[src/rtl/alu_arb.sv]
// alu_arb: arbitrates two requesters onto one shared combinational 4-bit ALU.
// Latency: accept edge N -> EXEC -> response registered at edge N+1, visible until taken.
// Backpressure: one operation in flight; readies stay low until the response is taken.
//
// Ports:
//   clk, rst_n                       clock, asynchronous active-low reset
//   reqN_valid/ready, reqN_a/b/f     requester N command (N = 0, 1)
//   alu_a/b/f                        operands and opcode to the external ALU
//   alu_out/zero/overflow/carry      same-cycle result from the external ALU
//   rsp_valid/ready, rsp_id,
//   rsp_out/zero/overflow/carry      registered response and served requester id
module alu_arb (
  input  logic       clk,
  input  logic       rst_n,
  input  logic       req0_valid,
  output logic       req0_ready,
  input  logic [3:0] req0_a,
  input  logic [3:0] req0_b,
  input  logic [2:0] req0_f,
  input  logic       req1_valid,
  output logic       req1_ready,
  input  logic [3:0] req1_a,
  input  logic [3:0] req1_b,
  input  logic [2:0] req1_f,
  output logic [3:0] alu_a,
  output logic [3:0] alu_b,
  output logic [2:0] alu_f,
  input  logic [3:0] alu_out,
  input  logic       alu_zero,
  input  logic       alu_overflow,
  input  logic       alu_carry,
  output logic       rsp_valid,
  input  logic       rsp_ready,
  output logic       rsp_id,
  output logic [3:0] rsp_out,
  output logic       rsp_zero,
  output logic       rsp_overflow,
  output logic       rsp_carry
);

  typedef enum logic [1:0] {
    IDLE = 2'd0,
    EXEC = 2'd1,
    RESP = 2'd2
  } state_e;

  state_e     state_q, state_d;
  logic       last_grant_q, last_grant_d;
  logic [3:0] a_q, a_d;
  logic [3:0] b_q, b_d;
  logic [2:0] f_q, f_d;
  logic       id_q, id_d;
  logic       rsp_valid_q, rsp_valid_d;
  logic       rsp_id_q, rsp_id_d;
  logic [3:0] rsp_out_q, rsp_out_d;
  logic       rsp_zero_q, rsp_zero_d;
  logic       rsp_ovf_q, rsp_ovf_d;
  logic       rsp_carry_q, rsp_carry_d;
  logic       gnt_id;
  logic       rdy0, rdy1;

  // Under contention the requester that did not win last time is served;
  // otherwise the single active requester wins (gnt_id = req1_valid).
  assign gnt_id = (req0_valid && req1_valid) ? ~last_grant_q : req1_valid;

  always_comb begin
    state_d      = state_q;
    last_grant_d = last_grant_q;
    a_d          = a_q;
    b_d          = b_q;
    f_d          = f_q;
    id_d         = id_q;
    rsp_valid_d  = rsp_valid_q;
    rsp_id_d     = rsp_id_q;
    rsp_out_d    = rsp_out_q;
    rsp_zero_d   = rsp_zero_q;
    rsp_ovf_d    = rsp_ovf_q;
    rsp_carry_d  = rsp_carry_q;
    rdy0         = 1'b0;
    rdy1         = 1'b0;

    case (state_q)
      IDLE: begin
        rdy0 = req0_valid && !gnt_id;
        rdy1 = req1_valid &&  gnt_id;
        if (rdy0 || rdy1) begin
          a_d          = gnt_id ? req1_a : req0_a;
          b_d          = gnt_id ? req1_b : req0_b;
          f_d          = gnt_id ? req1_f : req0_f;
          id_d         = gnt_id;
          last_grant_d = gnt_id;
          state_d      = EXEC;
        end
      end
      EXEC: begin
        // Operands have been on alu_a/b/f for a full cycle; sample the result.
        rsp_valid_d = 1'b1;
        rsp_id_d    = id_q;
        rsp_out_d   = alu_out;
        rsp_zero_d  = alu_zero;
        rsp_ovf_d   = alu_overflow;
        rsp_carry_d = alu_carry;
        state_d     = RESP;
      end
      RESP: begin
        if (rsp_ready) begin
          rsp_valid_d = 1'b0;
          state_d     = IDLE;
        end
      end
      default: state_d = IDLE;
    endcase
  end

  always_ff @(posedge clk or negedge rst_n) begin
    if (!rst_n) begin
      state_q      <= IDLE;
      last_grant_q <= 1'b1;
      a_q          <= '0;
      b_q          <= '0;
      f_q          <= '0;
      id_q         <= 1'b0;
      rsp_valid_q  <= 1'b0;
      rsp_id_q     <= 1'b0;
      rsp_out_q    <= '0;
      rsp_zero_q   <= 1'b0;
      rsp_ovf_q    <= 1'b0;
      rsp_carry_q  <= 1'b0;
    end else begin
      state_q      <= state_d;
      last_grant_q <= last_grant_d;
      a_q          <= a_d;
      b_q          <= b_d;
      f_q          <= f_d;
      id_q         <= id_d;
      rsp_valid_q  <= rsp_valid_d;
      rsp_id_q     <= rsp_id_d;
      rsp_out_q    <= rsp_out_d;
      rsp_zero_q   <= rsp_zero_d;
      rsp_ovf_q    <= rsp_ovf_d;
      rsp_carry_q  <= rsp_carry_d;
    end
  end

  // Readies are combinational from the valids; gating with rst_n keeps them
  // low for the whole reset window even while requesters hold valid high.
  assign req0_ready   = rst_n && rdy0;
  assign req1_ready   = rst_n && rdy1;

  assign alu_a        = a_q;
  assign alu_b        = b_q;
  assign alu_f        = f_q;
  assign rsp_valid    = rsp_valid_q;
  assign rsp_id       = rsp_id_q;
  assign rsp_out      = rsp_out_q;
  assign rsp_zero     = rsp_zero_q;
  assign rsp_overflow = rsp_ovf_q;
  assign rsp_carry    = rsp_carry_q;

endmodule

[config.mk]
export PLATFORM = sky130hd
export DESIGN_NAME = alu_arb
export DESIGN_NICKNAME = d
export VERILOG_FILES = /design/src/rtl/alu_arb.sv
export SDC_FILE = /design/constraint.sdc
export NUM_CORES = 1
export LEC_CHECK = 0
export BUFFER_PORTS_ARGS = -buffer_cell sky130_fd_sc_hd__buf_2
export CAP_MARGIN = 0
export CORE_ASPECT_RATIO = 1.1
export CORE_UTILIZATION = 42
export CTS_BUF_LIST = sky130_fd_sc_hd__clkbuf_8
export DETAILED_ROUTE_END_ITERATION = 10
export PLACE_DENSITY = 0.87
export SLEW_MARGIN = 20
export SYNTH_ARGS = -nofsm -noshare
export SYNTH_HDL_FRONTEND = slang
export SYNTH_SLANG_ARGS = --single-unit
[constraint.sdc]
create_clock -name clk -period 1.46 [get_ports clk]
set_input_delay 0.219 -clock clk [delete_from_list [all_inputs] [get_ports clk]]
set_output_delay 0.219 -clock clk [all_outputs]
set_load 0.01 [all_outputs]
==> results of run 1 <==
## cell usage after synthesis
library cell	count
a21bo_2	1
a21o_1	1
a21oi_1	3
a31oi_1	1
and4_1	1
buf_2	2
buf_6	1
dfrtp_1	23
dfstp_2	1
inv_1	2
mux2_2	23
mux2_4	7
nand2_1	2
nor2_1	2
nor2b_1	1
nor3_1	1
nor3b_1	1
o21ai_1	1
or2_2	1
## metrics by stage
step,hold WS [ns],area (um^2)
after detailed placement,0.0532,1430
after CTS,0.152,1550
after floorplan,-0.0766,1100
after global placement,0.0486,1430
final,0.176,1580
after global routing,0.167,1580
## power groups by stage
stage               combinational (mW)  clock, mW  sequential, mW
finish                            1.43      0.585            1.22
global route                      1.54      0.619            1.27
CTS                               1.41      0.600            1.22
detailed placement                1.37          0            1.22
global placement                  1.31          0            1.19
floorplan                        0.699          0            1.34
## metal layers
| metal | wire length (um) | vias to the layer above |
|---|---|---|
| li1 | - | 398 |
| met1 | 884 | 406 |
| met2 | 1400 | 43 |
| met3 | 146 | 3 |
| met4 | 25 | 0 |
| met5 | 0 | - |
## kinds of logic (layout without fill, tap and decap cells)
| logic type | count (synthesis) | count (layout) |
|---|---|---|
| AOI/OAI and AO/OA | 7 | 7 |
| DFF | 24 | 24 |
| muxes | 30 | 30 |
| and+or+nand+nor | 9 | 9 |
| buffers and inverters | 5 | 72 |
## registers in the layout, indices dropped and copies added, names as in the netlist
register      count
last_grant_q      1
rsp_out           4
alu_a             4
alu_b             4
rsp_valid         1
rsp_zero          1
alu_f             3
state_q           2
rsp_carry         1
rsp_id            1
rsp_overflow      1
id_q              1
## worst max-delay path, delay by kind of cell, from the launching register on
family,cells,cell delay [ns]
and+or+nand+nor,1,0.16
AOI/OAI and AO/OA,1,0.14
DFF,1,0.54
buffers and inverters,2,0.22
## path summary, 6_finish.rpt
kind	slack [ns]	from	depth (start not counted)	to
setup / recovery	-0.09	last_grant_q$_DFFE_PN1P_	4	req0_ready
hold / removal	0.18	alu_overflow	2	rsp_overflow$_DFFE_PN0P_
setup reg to reg	-0.07	last_grant_q$_DFFE_PN1P_	4	alu_f[2]$_DFFE_PN0P_
hold reg to reg	0.49	id_q$_DFFE_PN0P_	1	id_q$_DFFE_PN0P_
max in group asynchronous	0.37	rst_n	3	rsp_valid$_DFFE_PN0P_
min in group asynchronous	0.51	rst_n	3	alu_f[0]$_DFFE_PN0P_
## repair_timing
action / in CTS / in global routing
setup endpoints to repair: 13 / 13
pin swaps: 2 / 1
buffers inserted: 3 / 0
hold endpoints to repair: 4 / 0
gates resized for setup: 2 / 7
hold buffers: 2 / 0
## layout make-up
class                      count  area share, %
clock buffer                   3           2.62
clock inverter                 1           1.90
tap                           30           2.38
sequential                    24           38.1
timing repair buffer          66           23.5
multi-input combinational     46           31.0
inverter                       2          0.476
==> flow_summary.json, run 1 <==
{
  "status": "finished, violations left",
  "failed_checks": "setup timing",
  "grt_pass1_vias": 912,
  "cts_tree": "done",
  "num_antenna_cells": 0,
  "synth_warnings": 0,
  "fillerInstances": 194,
  "muxShareOfSynthArea_pct": 33.5,
  "die_area_um2": 2800,
  "antenna_found_initial": 0,
  "start_kind": "flip-flop",
  "yosysTopAreaCellShare_pct": 52.9,
  "fin_crit_sh_pct": 106,
  "swShare_pct": 32.0,
  "worst_slew_pin_slew_ns": 0.255,
  "finalCriticalPeriod_ns": 1.55,
  "multi_input_area_um2": 489,
  "core_um2": 2340,
  "routedWlPerCell_um": 14.3,
  "leakage_nw": 0.822,
  "seq_area_um2": 602,
  "grt.busiest_layer": "met2",
  "clkPwrFrac_pct": 18.1,
  "synth_compound_area_share_pct": 4.03,
  "overflow": 0,
  "synth_seq_cells": 24,
  "ys_types": 19,
  "drv_slew": 0,
  "cpPeakStageDelay_ns": 0.54,
  "grt_util_met3_pct": 3.31,
  "synth_area_leaders": "dfrtp_1 53%, mux2_2 24%, mux2_4 9.7%",
  "placedCellCount": 163,
  "ctsHtreeMaxLevel": 1,
  "power_frac_comb_pct": 44.2,
  "crit_path_end_kind": "primary output",
  "start_util_pct": 46.4,
  "ys_seq_area_share_pct": 55.4,
  "drive_gt1_share_pct": 71.8,
  "gp_congestion": 0.643,
  "grt_max_degree": 21,
  "viasPerCell": 4.94,
  "path_cells": "a21bo_4 -> buf_6 -> and4_1 -> buf_2",
  "synth_simple_gate_area_share_pct": 4.49,
  "rsz0062_at_grt": "yes",
  "ant_nets": 0,
  "dr.pass1.iters": 4,
  "clk-insertion-delay-late_ns": 0.27,
  "layout_commonest_cell": "buf_2",
  "layout.cells.non_filler": 172,
  "synthToLayoutAreaGrowth_pct": 45.1,
  "path_max_fanout": 3,
  "synth_xor_area_share_pct": 0,
  "path_clk_slew_ns": 0.09,
  "synth_fp_nets": 109,
  "crit_path_top_delay_cell": "dfstp_2",
  "std_cell_rows": 18,
  "mostFrequentLayoutCells": "55 x buf_2, 23 x dfrtp_1, 18 x mux2_2, 12 x mux2_4, 7 x buf_4",
  "min_path_type": "in2reg",
  "pin_count": 56,
  "cts_inserted_buffers": 3,
  "drc": 0,
  "synth_top_area_cell": "dfrtp_1",
  "total_power_mw": 3.24,
  "path_class": "reg2out",
  "p_int_mw": 2.20,
  "vias": 850,
  "relSlewSlack_pct": 83.0,
  "root_buffer": "clkbuf_8",
  "dpl_worst_slack_ns": -0.0742,
  "wl_um": 2460,
  "finish.utilization_pct": 67.4,
  "max_freq_mhz": 645,
  "seqPwrFrac_pct": 37.7,
  "grtUsageMet2_pct": 35.6,
  "drtIter0Drc": 2,
  "switchingPower_mw": 1.04,
  "grt_first_pass_wirelength_um": 3960,
  "arrival_ns": 1.33,
  "clock-sinks": 24,
  "hold_viol_final": 0,
  "powerDensity_nw_per_um2": 2050,
  "port_buffers": 55,
  "synth_top_family_by_area": "multiplexers",
  "dp_hpwl_um": 1780,
  "groute.usage.overall_pct": 18.7,
  "worst_ep_required_time_ns": 1.24,
  "setup_viol": 12,
  "clockBufferDepth": 2,
  "maxCapViolCount": 0,
  "synth-adder-area-share_pct": 0,
  "die_x_um": 50.5,
  "avgSynthCellArea_um2": 14.5,
  "skew_ns": 0.00650,
  "die-height_um": 55.4,
  "setup_tns_ns": -0.505,
  "syn_area_um2": 1090,
  "syn_inst": 75,
  "irDropWorstVdd_uv": 1460,
  "nets": 177,
  "setup_slack_ns": -0.0902,
  "globalRouteMet1Util_pct": 19.7
}
(Power assumes the default switching activity.)
==> run 2: changes to the inputs <==
- CORE_UTILIZATION: 42 -> 50
- PLACE_DENSITY: 0.87 -> 0.95
- clock period: 1.46 -> 1.83 ns (I/O delays scaled with it)
==> run 2 against run 1 <==
  * The run now ends clean
  * Non-clock buffer count decreased by 7
  * Global-route usage is 2.8 points higher
  * Design area is 6.8% lower
  * Highest routed layer unchanged
==> flow_summary.json, run 2 (synthesized netlist as in run 1, its figures left out) <==
{
  "status": "completed",
  "antenna_found_initial": 0,
  "switchingPower_mw": 0.772,
  "arrival_ns": 1.43,
  "max_freq_mhz": 587,
  "clkPwrFrac_pct": 15.0,
  "start_util_pct": 53.8,
  "clock-sinks": 24,
  "maxCapViolCount": 0,
  "dp_hpwl_um": 1810,
  "dr.pass1.iters": 4,
  "die_x_um": 46.5,
  "setup_viol": 0,
  "die_area_um2": 2370,
  "mostFrequentLayoutCells": "55 x buf_2, 23 x mux2_2, 23 x dfrtp_1, 7 x mux2_4, 4 x clkbuf_8",
  "cts_tree": "done",
  "nets": 170,
  "path_max_fanout": 14,
  "wl_um": 2310,
  "grt_pass1_vias": 848,
  "fillerInstances": 163,
  "setup_slack_ns": 0.125,
  "crit_family": "flip-flops",
  "overflow": 0,
  "layout_commonest_cell": "buf_2",
  "drtIter0Drc": 10,
  "root_buffer": "clkbuf_8",
  "synthToLayoutAreaGrowth_pct": 35.2,
  "crit_path_end_kind": "primary output",
  "p_int_mw": 1.58,
  "drv_slew": 0,
  "grt_first_pass_wirelength_um": 3550,
  "skew_ns": 0.000912,
  "worst_slew_pin_slew_ns": 0.290,
  "hold_viol_final": 0,
  "std_cell_rows": 17,
  "dpl_worst_slack_ns": 0.147,
  "finalCriticalPeriod_ns": 1.70,
  "vias": 831,
  "cts_inserted_buffers": 3,
  "clk-insertion-delay-late_ns": 0.26,
  "clockBufferDepth": 2,
  "die-height_um": 50.9,
  "path_class": "reg2out",
  "path_cells": "a21bo_4 -> and4_1 -> buf_2",
  "ctsHtreeMaxLevel": 1,
  "leakage_nw": 0.756,
  "min_path_type": "in2reg",
  "ant_nets": 0,
  "setup_tns_ns": 0,
  "path_buf_inv": 1,
  "groute.usage.overall_pct": 21.4,
  "drive_gt1_share_pct": 70.4,
  "gp_congestion": 0.676,
  "port_buffers": 55,
  "cpPeakStageDelay_ns": 0.56,
  "fin_crit_sh_pct": 93.2,
  "start_kind": "flip-flop",
  "swShare_pct": 32.8,
  "powerDensity_nw_per_um2": 1600,
  "seqPwrFrac_pct": 41.0,
  "relSlewSlack_pct": 80.6,
  "path_clk_slew_ns": 0.08,
  "core_um2": 2020,
  "drc": 0,
  "irDropWorstVdd_uv": 975,
  "routedWlPerCell_um": 14.2,
  "worst_ep_required_time_ns": 1.56,
  "num_antenna_cells": 0,
  "viasPerCell": 5.10,
  "grt_max_degree": 24,
  "rsz0062_at_grt": "no",
  "pin_count": 56,
  "crit_path_top_delay_cell": "dfstp_2",
  "power_frac_comb_pct": 44.0
}
run 2: changes by cell type in the layout (fill, tap and decap cells not counted), sizes merged:
cell / change
dlygate4sd3: -1
buf: -6
bufinv: -1
clkbuf: +1
run 2: repair_timing:
| item | 4_1_cts | 5_1_grt |
|---|---|---|
| buffers inserted | 0 | 0 |
| hold buffers | 1 | 0 |
| resized for setup | 1 | 0 |
| endpoints found under the setup margin | 1 | 0 |
| endpoints found under the hold margin | 1 | 0 |
run 2: stage by stage:
step / instance area, um^2 / hold slack, ns / util (%) / instances / power (mW)
6_report: 1470 / 0.238 / 72.8 / 163 / 2.35
5_1_grt: 1470 / 0.233 / 72.8 / 163 / 2.51
4_1_cts: 1470 / 0.227 / 72.8 / 163 / 2.37
3_5_place_dp: 1400 / 0.252 / 69.2 / 158 / 2.01
3_3_place_gp: 1400 / 0.247 / 69.2 / 158 / 1.94
2_1_floorplan: 1090 / -0.0211 / - / 75 / 1.62
run 2: worst register-to-register path, stage by stage, from the launching register on:
cell	delay, ns
dfstp_2	0.56
a21bo_4	0.27
mux2_2	0.37
mux2_2	0.26
run 2: final timing paths:
path | startpoint | end | slack [ns] | depth (start not counted)
max | last_grant_q$_DFFE_PN1P_ | req0_ready | 0.13 | 3
min | alu_carry | rsp_carry$_DFFE_PN0P_ | 0.24 | 2
max reg2reg | last_grant_q$_DFFE_PN1P_ | alu_a[2]$_DFFE_PN0P_ | 0.27 | 3
min reg2reg | id_q$_DFFE_PN0P_ | id_q$_DFFE_PN0P_ | 0.49 | 1
max in group asynchronous | rst_n | rsp_carry$_DFFE_PN0P_ | 1.00 | 3
min in group asynchronous | rst_n | last_grant_q$_DFFE_PN1P_ | 0.55 | 2
run 2: per-layer routing:
metal | GRT usage [%] | wire (um) | vias to the layer above
li1 | - | - | 384
met1 | 23.4 | 840 | 391
met2 | 36.8 | 1230 | 46
met3 | 4.95 | 151 | 10
met4 | 11.3 | 89 | 0
met5 | 0 | 0 | -
run 2: cell type report:
type	instances	area (um^2)	share of cell area, %
Sequential cell	24	602	40.9
Multi-Input combinational cell	46	463	31.5
Timing Repair Buffer	59	308	20.9
Clock buffer	4	55.1	3.74
Tap cell	28	35.0	2.38
Inverter	2	7.51	0.511
run 2: power by group through the flow:
stage                     clock (mW)  sequential (mW)  combinational, mW
final                          0.352            0.963               1.04
after global routing           0.381            0.998               1.13
after CTS                      0.360            0.962               1.05
after detailed placement           0            0.971               1.04
after global placement             0            0.948              0.994
after floorplan                    0             1.07              0.551
